File: config.mk
export PLATFORM = sky130hd
export DESIGN_NAME = glip_demo_traffic
export DESIGN_NICKNAME = d
export VERILOG_FILES = /design/src/rtl/glip_demo_pkg.sv /design/src/rtl/glip_demo_pattern_next.sv /design/src/rtl/glip_demo_traffic.sv
export SDC_FILE = /design/constraint.sdc
export NUM_CORES = 1
export LEC_CHECK = 0
export ABC_AREA = 1
export ABC_CLOCK_PERIOD_IN_PS = 1950
export CORE_MARGIN = 2
export CORE_UTILIZATION = 52
export DETAILED_ROUTE_END_ITERATION = 8
export GPL_TIMING_DRIVEN = 1
export HOLD_SLACK_MARGIN = 0.08
export MAX_ROUTING_LAYER = met4
export PLACE_DENSITY = 0.83
export SYNTH_ARGS = -nofsm -noshare
export SYNTH_HDL_FRONTEND = slang
export SYNTH_SLANG_ARGS = --single-unit
File: constraint.sdc
create_clock -name clk -period 1.95 [get_ports clk]
set_clock_uncertainty 0.1 [all_clocks]
set_input_delay 0.39 -clock clk [delete_from_list [all_inputs] [get_ports clk]]
set_output_delay 0.39 -clock clk [all_outputs]
set_load 0.01 [all_outputs]
File: src/rtl/glip_demo_pkg.sv
// Shared encodings for the GLIP demo traffic generator/checker: operating modes,
// checker FSM states and the LFSR feedback tap mask.
package glip_demo_pkg;

    localparam logic [1:0] MODE_LOOPBACK = 2'b00;
    localparam logic [1:0] MODE_GEN      = 2'b01;
    localparam logic [1:0] MODE_CHECK    = 2'b10;
    localparam logic [1:0] MODE_GENCHECK = 2'b11;

    localparam logic [0:0] ST_SYNC  = 1'b0;
    localparam logic [0:0] ST_CHECK = 1'b1;

    // Taps for x^8+x^6+x^5+x^4+1 on a left-shifting register (bits 7,5,4,3).
    localparam logic [7:0] LFSR_TAPS = 8'hB8;

endpackage

File: src/rtl/glip_demo_pattern_next.sv
// Combinational successor of one pattern byte; GLIP_DEMO_TRAFFIC_LFSR_EN selects a
// maximal-length 8-bit Fibonacci LFSR instead of the default modulo-256 incrementer.
module glip_demo_pattern_next
    import glip_demo_pkg::*;
(
    input  logic [7:0] cur,
    output logic [7:0] nxt
);

`ifdef GLIP_DEMO_TRAFFIC_LFSR_EN
    always_comb nxt = {cur[6:0], ^(cur & LFSR_TAPS)};
`else
    always_comb nxt = cur + 8'd1;
`endif

endmodule

File: src/rtl/glip_demo_traffic.sv
// Byte-stream loopback / pattern generator / pattern checker for the GLIP UART demos.
// Pattern function selectable with GLIP_DEMO_TRAFFIC_LFSR_EN (see glip_demo_pattern_next).
module glip_demo_traffic
    import glip_demo_pkg::*;
#(
    parameter int         ERRCNT_WIDTH = 16,
    parameter logic [7:0] SEED         = 8'h01
) (
    input  logic                    clk,
    input  logic                    rstn,
    input  logic [1:0]              mode,
    input  logic [7:0]              in_data,
    input  logic                    in_valid,
    output logic                    in_ready,
    output logic [7:0]              out_data,
    output logic                    out_valid,
    input  logic                    out_ready,
    output logic                    error,
    output logic                    error_sticky,
    output logic [ERRCNT_WIDTH-1:0] err_count,
    output logic                    synced
);

    logic [1:0]              mode_q, mode_d;
    logic [7:0]              tx_q, tx_d;
    logic [7:0]              exp_q, exp_d;
    logic [0:0]              state_q, state_d;
    logic                    error_q, error_d;
    logic                    sticky_q, sticky_d;
    logic [ERRCNT_WIDTH-1:0] cnt_q, cnt_d;

    logic [7:0] tx_next, chk_next;
    logic       gen_en, chk_en, out_hs, in_hs, mode_chg;

    function automatic logic [ERRCNT_WIDTH-1:0] sat_inc(input logic [ERRCNT_WIDTH-1:0] v);
        return (&v) ? v : v + {{(ERRCNT_WIDTH-1){1'b0}}, 1'b1};
    endfunction

    glip_demo_pattern_next u_gen_next (.cur(tx_q),    .nxt(tx_next));
    glip_demo_pattern_next u_chk_next (.cur(in_data), .nxt(chk_next));

    always_comb begin
        gen_en = mode_q[0];
        chk_en = mode_q[1];
        if (mode_q == MODE_LOOPBACK) begin
            out_data  = in_data;
            out_valid = in_valid;
            in_ready  = out_ready;
        end else begin
            out_data  = gen_en ? tx_q : 8'h00;
            out_valid = gen_en;
            in_ready  = chk_en;
        end
    end

    always_comb begin
        out_hs   = out_valid && out_ready;
        in_hs    = chk_en && in_valid;
        // Hold the mode while an outbound byte is stalled so it is never altered.
        mode_d   = (out_valid && !out_ready) ? mode_q : mode;
        mode_chg = (mode_d != mode_q);

        tx_d     = tx_q;
        exp_d    = exp_q;
        state_d  = state_q;
        error_d  = 1'b0;
        sticky_d = sticky_q;
        cnt_d    = cnt_q;

        if (gen_en && out_hs) tx_d = tx_next;

        // A mismatch resynchronises on the received byte rather than the expected one.
        if (in_hs) begin
            exp_d   = chk_next;
            state_d = ST_CHECK;
            if ((state_q == ST_CHECK) && (in_data != exp_q)) begin
                error_d  = 1'b1;
                sticky_d = 1'b1;
                cnt_d    = sat_inc(cnt_q);
            end
        end

        if (mode_chg) begin
            tx_d    = SEED;
            state_d = ST_SYNC;
        end
    end

    always_ff @(posedge clk or negedge rstn) begin
        if (!rstn) begin
            mode_q   <= MODE_LOOPBACK;
            tx_q     <= SEED;
            exp_q    <= 8'h00;
            state_q  <= ST_SYNC;
            error_q  <= 1'b0;
            sticky_q <= 1'b0;
            cnt_q    <= '0;
        end else begin
            mode_q   <= mode_d;
            tx_q     <= tx_d;
            exp_q    <= exp_d;
            state_q  <= state_d;
            error_q  <= error_d;
            sticky_q <= sticky_d;
            cnt_q    <= cnt_d;
        end
    end

    assign error        = error_q;
    assign error_sticky = sticky_q;
    assign err_count    = cnt_q;
    assign synced       = (state_q == ST_CHECK);

endmodule

=== After elaboration in Yosys (flattened, before gate mapping) ===
Cells that the tools add are included.

* Register bits: 37
* Logic and storage cells: 36
* Bits of input ports: 14

* Reductions and logical operators: 12
* Bitwise logic cells: 1
* $add $sub $neg: 3
* Equality and inequality tests: 2
* Multiplexer cells: 11

{| class="wikitable"
|+ Operator list
! operator !! number
|-
| 8-bit two-way mux || 4
|-
| 16-bit by 1-bit adder with 16-bit output, second input constant || 1
|-
| 8-bit by 1-bit adder with 8-bit output, second input constant || 2
|-
| 16-bit AND reduction || 1
|-
| 8-bit inequality test || 1
|-
| 1-bit two-way mux || 6
|-
| 1-bit logical AND || 5
|-
| 2-bit nonzero test || 2
|-
| 3-bit AND reduction || 1
|-
| 2-bit zero test || 1
|-
| 2-bit two-way mux || 1
|-
| 2-bit inequality test || 1
|-
| 2-bit AND reduction || 1
|-
| 1-bit zero test || 1
|-
| 1-bit NOT || 1
|}

=== Depth between registers and ports, before layout ===
Gate-level depths: netlist (run 1).

* Depth after elaboration: 6
* Depth in mapped cells: 11

=== Modules after synthesis ===
From an unflattened synthesis (run 1), not the netlist that was laid out.

* Cell total of the unflattened synthesis: 371
* Area total of the unflattened synthesis: 2464.9 µm²

{| class="wikitable"
|+ Modules (own cells, without submodules)
! module !! seq. area each (µm²) !! instances !! cells an instance !! area each (µm²)
|-
| glip_demo_traffic || 927.1 || 1 || 315 || 2194.6
|-
| glip_demo_pattern_next || 0.0 || 2 || 28 || 135.1
|}

=== Worst setup path before layout (run 1) ===
Ideal clock, no wire load.

* Path kind: reg-to-reg
* From: register cnt_q[0] (netlist: err_count[0])
* To: register cnt_q[4] (netlist: err_count[4])
* Required time: 1733 ps
* Data arrival time: 1477 ps
* Path slack: 256 ps
* Path buffers: 1
* Cell stages (with the launch flop): 9
* Setup time: 117 ps
* Path through: dfrtp_1 ha_1 nand3_2 nor2_4 and2_4 nand2_4 buf_2 nand4_1 nand2_1

* Word-level cells in the longest chain between the ends: 3

{| class="wikitable"
|+ Ends and longest elaborated chain
! what !! line !! source
|-
| start: declaration || glip_demo_traffic.sv:30 || <nowiki>logic [ERRCNT_WIDTH-1:0] cnt_q, cnt_d;</nowiki>
|-
| start signal: assignment || glip_demo_traffic.sv:105 || <nowiki>cnt_q <= cnt_d;</nowiki>
|-
| branches (longest 3 deep; another with 16-bit by 1-bit adder with 16-bit output) || -- ||
|}

Several ways; the timed one is not identified.
A chain may end at the register's enable or synchronous reset.

=== Final worst setup path (run 1) ===
* From: input in_data[5]
* To: output out_data[5]

* Word-level cells in the longest chain between the ends: 1

{| class="wikitable"
|+ Ends and longest elaborated chain
! what !! line !! source
|-
| start: declaration || glip_demo_traffic.sv:12 || <nowiki>input logic [7:0] in_data,</nowiki>
|-
| 8-bit two-way mux || glip_demo_traffic.sv:45 || <nowiki>if (mode_q == MODE_LOOPBACK) begin</nowiki>
|-
| end: declaration || glip_demo_traffic.sv:15 || <nowiki>output logic [7:0] out_data,</nowiki>
|}

No other way between the ends.

==> results_dict.tcl, run 1 <==
set metrics [dict create \
    cp_max_fo 2 \
    fmax_ghz 0.541 \
    clkLatencyLatePin_ps 290 \
    synth-simple-area-share_pct 39.0 \
    cts_tree "done" \
    hpwl_mm 4.36 \
    crit_path_start_kind "input pin" \
    coreArea_um2 4320 \
    tns_ps 0 \
    antenna_found_initial 0 \
    power_density_nw_per_um2 659 \
    insertedDiodeCount 0 \
    grt_pass1_vias 2308 \
    grt_usage_pct 25.4 \
    post_drt_wl_per_cell_um 12.1 \
    ys_top_cells_by_area "dfrtp_1, nand2_1, inv_1, nor2_1, nand3_1" \
    path_delay_family "buffers and inverters" \
    yosys.area_share.adder_pct 1.61 \
    ios 43 \
    synth_xor_area_share_pct 6.39 \
    synth.most_common_cell "nand2_1" \
    ir_worst_vdd_uv 566 \
    cp-end-kind "output port" \
    setup_viol 0 \
    worst_path_max_delay_cell "clkdlybuf4s50_1" \
    remaining_drc_errors 0 \
    worstSetupPathType "in -> out" \
    firstDrtPassIters 5 \
    synth_edf_count 0 \
    fp.dieW_um 70.9 \
    cts.sinks 37 \
    p_total_mw 2.07 \
    whs_ps 368 \
    cts_made_buffers 5 \
    clk_path_buf_depth 2 \
    p_leak_nw 1.61 \
    synthFlopType "dfrtp_1" \
    synth_top_area_share_pct 38.7 \
    ys_async_sr_fraction_pct 100 \
    ys_seq_area_share_pct 39.8 \
    grtUsageMet1_pct 34.0 \
    overflow 0 \
    hold_violations 0 \
    synth_top_family_by_area "simple AND/OR/NAND/NOR gates" \
    area_growth_pct 34.7 \
    post-route-min-period_ps 1850 \
    path_clk_slew_ps 80 \
    fp.dieH_um 70.9 \
    cts-root-buf "clkbuf_8" \
    netlist_area_um2 2330 \
    syn_nets 351 \
    htreeDepth 2 \
    yosys-top-cells-count "nand2_1, inv_1, nor2_1, dfrtp_1, nand3_1" \
    avgSynthCellArea_um2 6.98 \
    final.period_utilization_pct 94.9 \
    gr-usage-met3_pct 4.42 \
    drt-vias-per-instance 5.03 \
    crit_buf_inv 3 \
    slew_headroom_pct 67.6 \
    grt_first_pass_wirelength_mm 10.1 \
    drive_above_1_share_pct 13.2 \
    synth_cells 334 \
    maxCapViolCount 0 \
    synth_area_leader_cell "dfrtp_1" \
    final_max_slew_viol_count 0 \
    dp_cells 459 \
    nets 432 \
    crit_chain "clkdlybuf4s50_1 -> inv_1 -> o22ai_1 -> dlygate4sd2_1" \
    gp_congestion 0.873 \
    grt_busiest_layer "met2" \
    worst_ep_arrival_time_ps 1360 \
    grt_start_max_net_pins 38 \
    synth_warnings 0 \
    status "finished clean" \
    post_cts_buffers 0 \
    rows 24 \
    muxShareOfSynthArea_pct 0 \
    num_vias 2355 \
    synth_compound_area_share_pct 5.69 \
    synth_seq_cells 37 \
    hold_class "reg -> reg" \
    wl_mm 5.67 \
    start_util_pct 53.9 \
    finalNonFillerCells 468 \
    numPortBuffers 42 \
    fp.dieArea_um2 5030 \
    critPathMaxStageDelay_ps 470 \
    rsz0062_at_grt "false" \
    cp.required_ps 1460 \
    final_antenna_net_count 0 \
    worstMarginPinSlew_ps 485 \
    drt-initial-drc-count 217 \
    synth_cell_types 28 \
    met2_usage_pct 40.7 \
]
## kinds of logic after synthesis
group | Yosys count
AOI/OAI and AO/OA | 25
buffers and inverters | 44
adders and majority gates | 3
and+or+nand+nor | 208
xor gates and xnor gates | 17
DFF | 37
## registers in the layout, summed over array words and instances, names as in the netlist
register	flops
error	1
err_count	16
exp_q	8
mode_q	2
tx_q	8
synced	1
error_sticky	1
## metrics by stage
stage	util, %	cell area [µm²]	worst slack (ps)
after global routing	72.6	3140	6.22
after detailed placement	70.7	3060	-234
after global placement	70.7	3060	-178
final	72.6	3140	100
after CTS	72.6	3140	95.6
after floorplan	-	2330	256
## final timing paths
path,startpoint,to,slack (ps),cells past startpoint
setup / recovery,in_data[5],out_data[5],100,4
hold / removal,error_sticky$_DFFE_PN0P_,error_sticky$_DFFE_PN0P_,370,1
setup reg to reg,err_count[1]$_DFFE_PN0P_,err_count[5]$_DFFE_PN0P_,160,8
hold reg to reg,error_sticky$_DFFE_PN0P_,error_sticky$_DFFE_PN0P_,370,1
max in group asynchronous,rstn,tx_q[0]$_DFFE_PN1P_,810,3
min in group asynchronous,rstn,exp_q[6]$_DFFE_PN0P_,570,3
## layer usage
layer  up-vias  routed length (µm)
li1       1214                   -
met3         7                 213
met1      1080                2730
met4         0                  54
met2        54                2680
met5         -                   0
## where the power goes
part,internal [mW],total [mW],switching (mW)
registers,0.856,0.929,0.0732
clock network,0.251,0.521,0.270
logic,0.294,0.619,0.325
## cell type report
class                      instances  area [µm²]
clock inverter                     1        5.00
fill                             350        1180
sequential                        37         927
clock buffer                       7        76.3
tap                               52        65.1
inverter                          41         154
multi-input combinational        253        1230
timing repair buffer              77         681
## timing repair
action,4_1_cts,5_1_grt
endpoints found under the setup margin,10,0
hold buffers,1,0
endpoints found under the hold margin,36,0
resized for setup,13,0
## layout by cell type, fill, tap and decap left out, types with 2 or more instances in the layout
cell type,instances
nand2_2,3
clkbuf_8,5
o21ai_1,2
a21oi_1,3
o21ai_0,14
xor2_1,10
and2_1,2
nand3_1,22
dlygate4sd2_1,10
ha_1,3
nor2_1,38
xnor2_1,7
o22ai_1,6
inv_2,2
nand4_1,12
buf_4,33
nand2_1,121
clkdlybuf4s50_1,31
dfrtp_1,36
clkbuf_1,2
nand3b_1,2
inv_1,39
Note: power is estimated with default switching activity, not from simulation.
==> inputs of run 2 (changes only) <==
RECOVER_POWER = 50   (was default)
==> run 2 against run 1 <==
  * Die area is the same
  * Sequential power hardly changed
  * Power is 0.57% lower
  * Clock power barely moved
  * Count of clock-buffer cells in the layout is the same
  * Worst hold slack worse by 5.4 ps
  * Wire length shrank 0.44%
  * Combinational power shrank 2%
  * Register-to-register slack barely moved
  * Cell count unchanged
  * Fmax about the same
  * Largest cell class unchanged
  * Highest routed layer unchanged
==> results_dict.tcl, run 2 (same netlist as run 1, synthesis figures left out) <==
set metrics [dict create \
    start_util_pct 53.9 \
    cp.required_ps 1460 \
    ir_worst_vdd_uv 566 \
    layout_common_cells "nand2_1, inv_1, nor2_1" \
    placed_cell_area_um2 3060 \
    cp_max_fo 2 \
    nets 432 \
    setup_viol 0 \
    utilization_pct 72.4 \
    p_leak_nw 1.62 \
    reg2reg_slack_ps 160 \
    insertedDiodeCount 0 \
    final.period_utilization_pct 94.9 \
    rows 24 \
    clkLatencyLatePin_ps 290 \
    finish.instance_area_um2 3130 \
    final_max_slew_viol_count 0 \
    grt_busiest_layer "met2" \
    hpwl_mm 4.36 \
    htreeDepth 2 \
    crit_path_start_kind "input pin" \
    clk_path_buf_depth 2 \
    drt-initial-drc-count 214 \
    numPortBuffers 42 \
    post-route-min-period_ps 1850 \
    worst_ep_arrival_time_ps 1360 \
    cts_tree "done" \
    area_growth_pct 34.4 \
    maxCapViolCount 0 \
    grt_pass1_vias 2308 \
    status "finished clean" \
    post_drt_wl_per_cell_um 12.1 \
    grt_usage_pct 25.4 \
    ios 43 \
    final_common_cell "nand2_1" \
    fp.dieW_um 70.9 \
    hold_class "reg -> reg" \
    crit_buf_inv 3 \
    final_antenna_net_count 0 \
    largest_reg_flops 16 \
    critPathMaxStageDelay_ps 480 \
    gp_congestion 0.873 \
    worst_path_max_delay_cell "clkdlybuf4s50_1" \
    power_density_nw_per_um2 657 \
    cp-end-kind "output port" \
    worstSetupPathType "in -> out" \
    firstDrtPassIters 5 \
    slew_headroom_pct 37.5 \
    coreArea_um2 4320 \
    path_delay_family "buffers and inverters" \
    whs_ps 362 \
    worstMarginPinSlew_ps 937 \
    grtUsageMet1_pct 34.0 \
    gr-usage-met3_pct 4.42 \
    fillers 351 \
    overflow 0 \
    met2_usage_pct 40.7 \
    fp.dieArea_um2 5030 \
    crit_chain "clkdlybuf4s50_1 -> inv_1 -> o21ai_0 -> dlygate4sd2_1" \
    drive_above_1_share_pct 12.7 \
    cts.sinks 37 \
    antenna_found_initial 0 \
    fp.dieH_um 70.9 \
    cts-root-buf "clkbuf_8" \
    num_vias 2364 \
    p_total_mw 2.06 \
    path_clk_slew_ps 80 \
    hold_violations 0 \
    fmax_ghz 0.540 \
    grt_first_pass_wirelength_mm 10.1 \
    wl_mm 5.65 \
    remaining_drc_errors 0 \
    rsz0062_at_grt "false" \
    grt_start_max_net_pins 38 \
    drt-vias-per-instance 5.05 \
    cts_made_buffers 5 \
]
## run 2: changes by cell type in the layout (fill, tap and decap cells not counted), sizes merged
cell / before / now
clkbuf: 7 / 11
buf: 35 / 31
clkdlybuf4s50: 31 / 27
dlygate4sd3: 1 / 5
## run 2: final timing paths
path	from	endpoint	cells after the start
max reg2reg	err_count[1]$_DFFE_PN0P_	err_count[5]$_DFFE_PN0P_	8
max in group asynchronous	rstn	err_count[4]$_DFFE_PN0P_	3
min reg2reg	error_sticky$_DFFE_PN0P_	error_sticky$_DFFE_PN0P_	1
max	in_data[1]	out_data[1]	4
min	error_sticky$_DFFE_PN0P_	error_sticky$_DFFE_PN0P_	1
min in group asynchronous	rstn	exp_q[6]$_DFFE_PN0P_	3
## run 2: per-layer routing
metal  vias to the layer above  part of all wire [%]
li1                       1217                     -
met1                      1085                    48
met2                        55                    47
met3                         7                   3.9
met4                         0                  0.99
met5                         -                     0
## run 2: area by class of cell
class	instances	area [µm²]	area share [%]
sequential	37	927	29.6
timing repair buffer	77	674	21.5
tap	52	65.1	2.08
inverter	41	154	4.92
multi-input combinational	253	1230	39.2
clock buffer	7	76.3	2.44
clock inverter	1	5.00	0.160
## run 2: power by group
group / internal, mW / switching (mW) / total (mW) / leakage (nW)
Sequential: 0.856 / 0.0722 / 0.928 / 0.486
Combinational: 0.283 / 0.324 / 0.607 / 1.09
Clock: 0.251 / 0.271 / 0.522 / 0.0422
Total: 1.39 / 0.668 / 2.06 / 1.62
## run 2: what timing repair did
item,4_1_cts,5_1_grt
buffers inserted,0,0
hold endpoints to repair,36,0
gates resized for setup,13,0
setup endpoints to repair,10,0
hold buffers,1,0
## run 2: per-stage QoR
| stage | TNS [ps] | worst slack, ps | std cells |
|---|---|---|---|
| after floorplan | 0 | 256 | 334 |
| after global placement | -2710 | -178 | 459 |
| after detailed placement | -3670 | -234 | 459 |
| after CTS | 0 | 95.6 | 468 |
| after global routing | 0 | 7.36 | 468 |
| final | 0 | 98.5 | 468 |
==> inputs of run 3 (changes only) <==
CELL_PAD_IN_SITES_DETAIL_PLACEMENT = 1   (was default)
CELL_PAD_IN_SITES_GLOBAL_PLACEMENT = 2   (was default)
CORE_UTILIZATION = 29   (was 52)
PLACE_DENSITY = 0.84   (was 0.83)
==> run 3 against run 2 <==
  * Global-route usage shrank 7.1 points
  * Cell count grew 11%
  * Flip-flop and latch count is the same
  * Die area grew 74%
  * Largest power group unchanged
==> results_dict.tcl, run 3 (same netlist as run 1, synthesis figures left out) <==
set metrics [dict create \
    drive_above_1_share_pct 14.1 \
    fp.dieW_um 93.6 \
    final.period_utilization_pct 97.9 \
    regArea_um2 927 \
    status "finished clean" \
    path_delay_family "buffers and inverters" \
    hpwl_mm 5.71 \
    cp.required_ps 1460 \
    maxCapViolCount 0 \
    nets 434 \
    pwr-share-seq_pct 41.2 \
    largest_reg_flops 16 \
    pwr-share-comb_pct 27.8 \
    cts.sinks 37 \
    grt_pass1_vias 2600 \
    fmax_ghz 0.524 \
    rsz0062_at_grt "true" \
    fp.dieH_um 93.6 \
    antenna_found_initial 0 \
    hold_class "reg -> reg" \
    worstMarginPinSlew_ps 550 \
    gp_congestion 0.824 \
    area_growth_pct 39.4 \
    cts_made_buffers 5 \
    final_common_cell "nand2_1" \
    ir_worst_vdd_uv 357 \
    cp-end-kind "output port" \
    insertedDiodeCount 0 \
    ios 43 \
    cp_max_fo 2 \
    internal-power_mw 1.53 \
    hold_violations 0 \
    wl_mm 7.04 \
    p_leak_nw 1.63 \
    tns_ps 0 \
    coreArea_um2 7770 \
    crit_path_start_kind "input pin" \
    layout_setup_ws_ps 41.8 \
    clkLatencyLatePin_ps 290 \
    overflow 0 \
    final_max_slew_viol_count 0 \
    worst_path_max_delay_cell "clkdlybuf4s50_1" \
    rows 32 \
    htreeDepth 2 \
    dp_slack_ps -286 \
    crit_chain "clkdlybuf4s50_1 -> inv_1 -> o21ai_1 -> dlygate4sd2_1" \
    fillers 997 \
    worstSetupPathType "in -> out" \
    setup_viol 0 \
    final_antenna_net_count 0 \
    power_frac_clock_pct 31.0 \
    layout_common_cells "nand2_1, inv_1, nor2_1" \
    post_cts_buffers 0 \
    slew_headroom_pct 63.3 \
    power_density_nw_per_um2 696 \
    start_util_pct 30.0 \
    drt-vias-per-instance 4.64 \
    fp.dieArea_um2 8770 \
    grt_usage_pct 18.3 \
    remaining_drc_errors 0 \
    grt_start_max_net_pins 22 \
    multiInputGateArea_um2 1230 \
    critPathMaxStageDelay_ps 510 \
    power_switching_uw 732 \
    clk_path_buf_depth 2 \
    crit_buf_inv 3 \
    cts-root-buf "clkbuf_8" \
    post-route-min-period_ps 1910 \
    p_sw_share_pct 32.4 \
    drt-initial-drc-count 55 \
    post_drt_wl_per_cell_um 13.5 \
    num_vias 2414 \
    grt_first_pass_wirelength_mm 12.5 \
    worst_ep_arrival_time_ps 1420 \
    firstDrtPassIters 4 \
    path_clk_slew_ps 90 \
    numPortBuffers 42 \
    cts_tree "done" \
]
## run 3: changes by cell type in the layout (fill, tap and decap cells not counted), moves of 2 or more
cell | previous run | this run
nor2_2 | 0 | 2
clkdlybuf4s50_1 | 27 | 29
dlygate4sd3_1 | 5 | 3
clkbuf_1 | 3 | 1
nor2_1 | 39 | 37
## run 3: area by class of cell
class / count / area share (%)
Multi-Input combinational cell: 253 / 38.0
Sequential cell: 37 / 28.6
Timing Repair Buffer: 79 / 21.2
Inverter: 41 / 4.74
Tap cell: 102 / 3.93
Clock buffer: 5 / 2.12
Clock inverter: 3 / 1.43
## run 3: metrics by stage
| stage | std cells | hold WS [ps] | power, mW | utilization (%) | area [µm²] |
|---|---|---|---|---|---|
| global placement | 511 | 297 | 1.58 | 40.5 | 3150 |
| CTS | 520 | 387 | 2.29 | 42.0 | 3260 |
| detailed placement | 511 | 296 | 1.60 | 40.5 | 3150 |
| finish | 520 | 378 | 2.26 | 41.8 | 3250 |
| global route | 520 | 399 | 2.41 | 41.8 | 3250 |
| floorplan | 334 | -5.59 | 1.25 | - | 2330 |
## run 3: path summary, 6_finish.rpt
check	from	to	slack, ps	depth (start not counted)
min	error_sticky$_DFFE_PN0P_	error_sticky$_DFFE_PN0P_	380	1
max in group asynchronous	rstn	err_count[7]$_DFFE_PN0P_	390	3
min reg2reg	error_sticky$_DFFE_PN0P_	error_sticky$_DFFE_PN0P_	380	1
max	in_data[6]	out_data[6]	40	4
max reg2reg	err_count[1]$_DFFE_PN0P_	err_count[12]$_DFFE_PN0P_	200	8
min in group asynchronous	rstn	exp_q[1]$_DFFE_PN0P_	500	2
## run 3: routing by layer
layer / track usage [%] / wire [µm] / vias up
li1: - / - / 1217
met1: 23.6 / 3480 / 1174
met2: 31.5 / 3420 / 17
met3: 2.42 / 86 / 6
met4: 2.90 / 48 / 0
met5: - / 0 / -
## run 3: worst reg2reg max path, delay by kind of cell, from the launching register on
kind                       cells  cell delay, ps
adders and majority gates      1             260
DFF                            1             420
and+or+nand+nor                7             870
## run 3: power groups by stage
stage	logic, mW	registers, mW	clock network (mW)
final	0.628	0.931	0.699
after global routing	0.715	0.948	0.746
after CTS	0.648	0.932	0.710
after detailed placement	0.654	0.947	0
after global placement	0.637	0.941	0
after floorplan	0.286	0.960	0
## run 3: what timing repair did
item,in CTS,in global routing
resized for setup,12,3
setup endpoints to repair,10,8
endpoints found under the hold margin,19,0
hold buffers,1,0
pin swaps,0,0
cloned,0,0
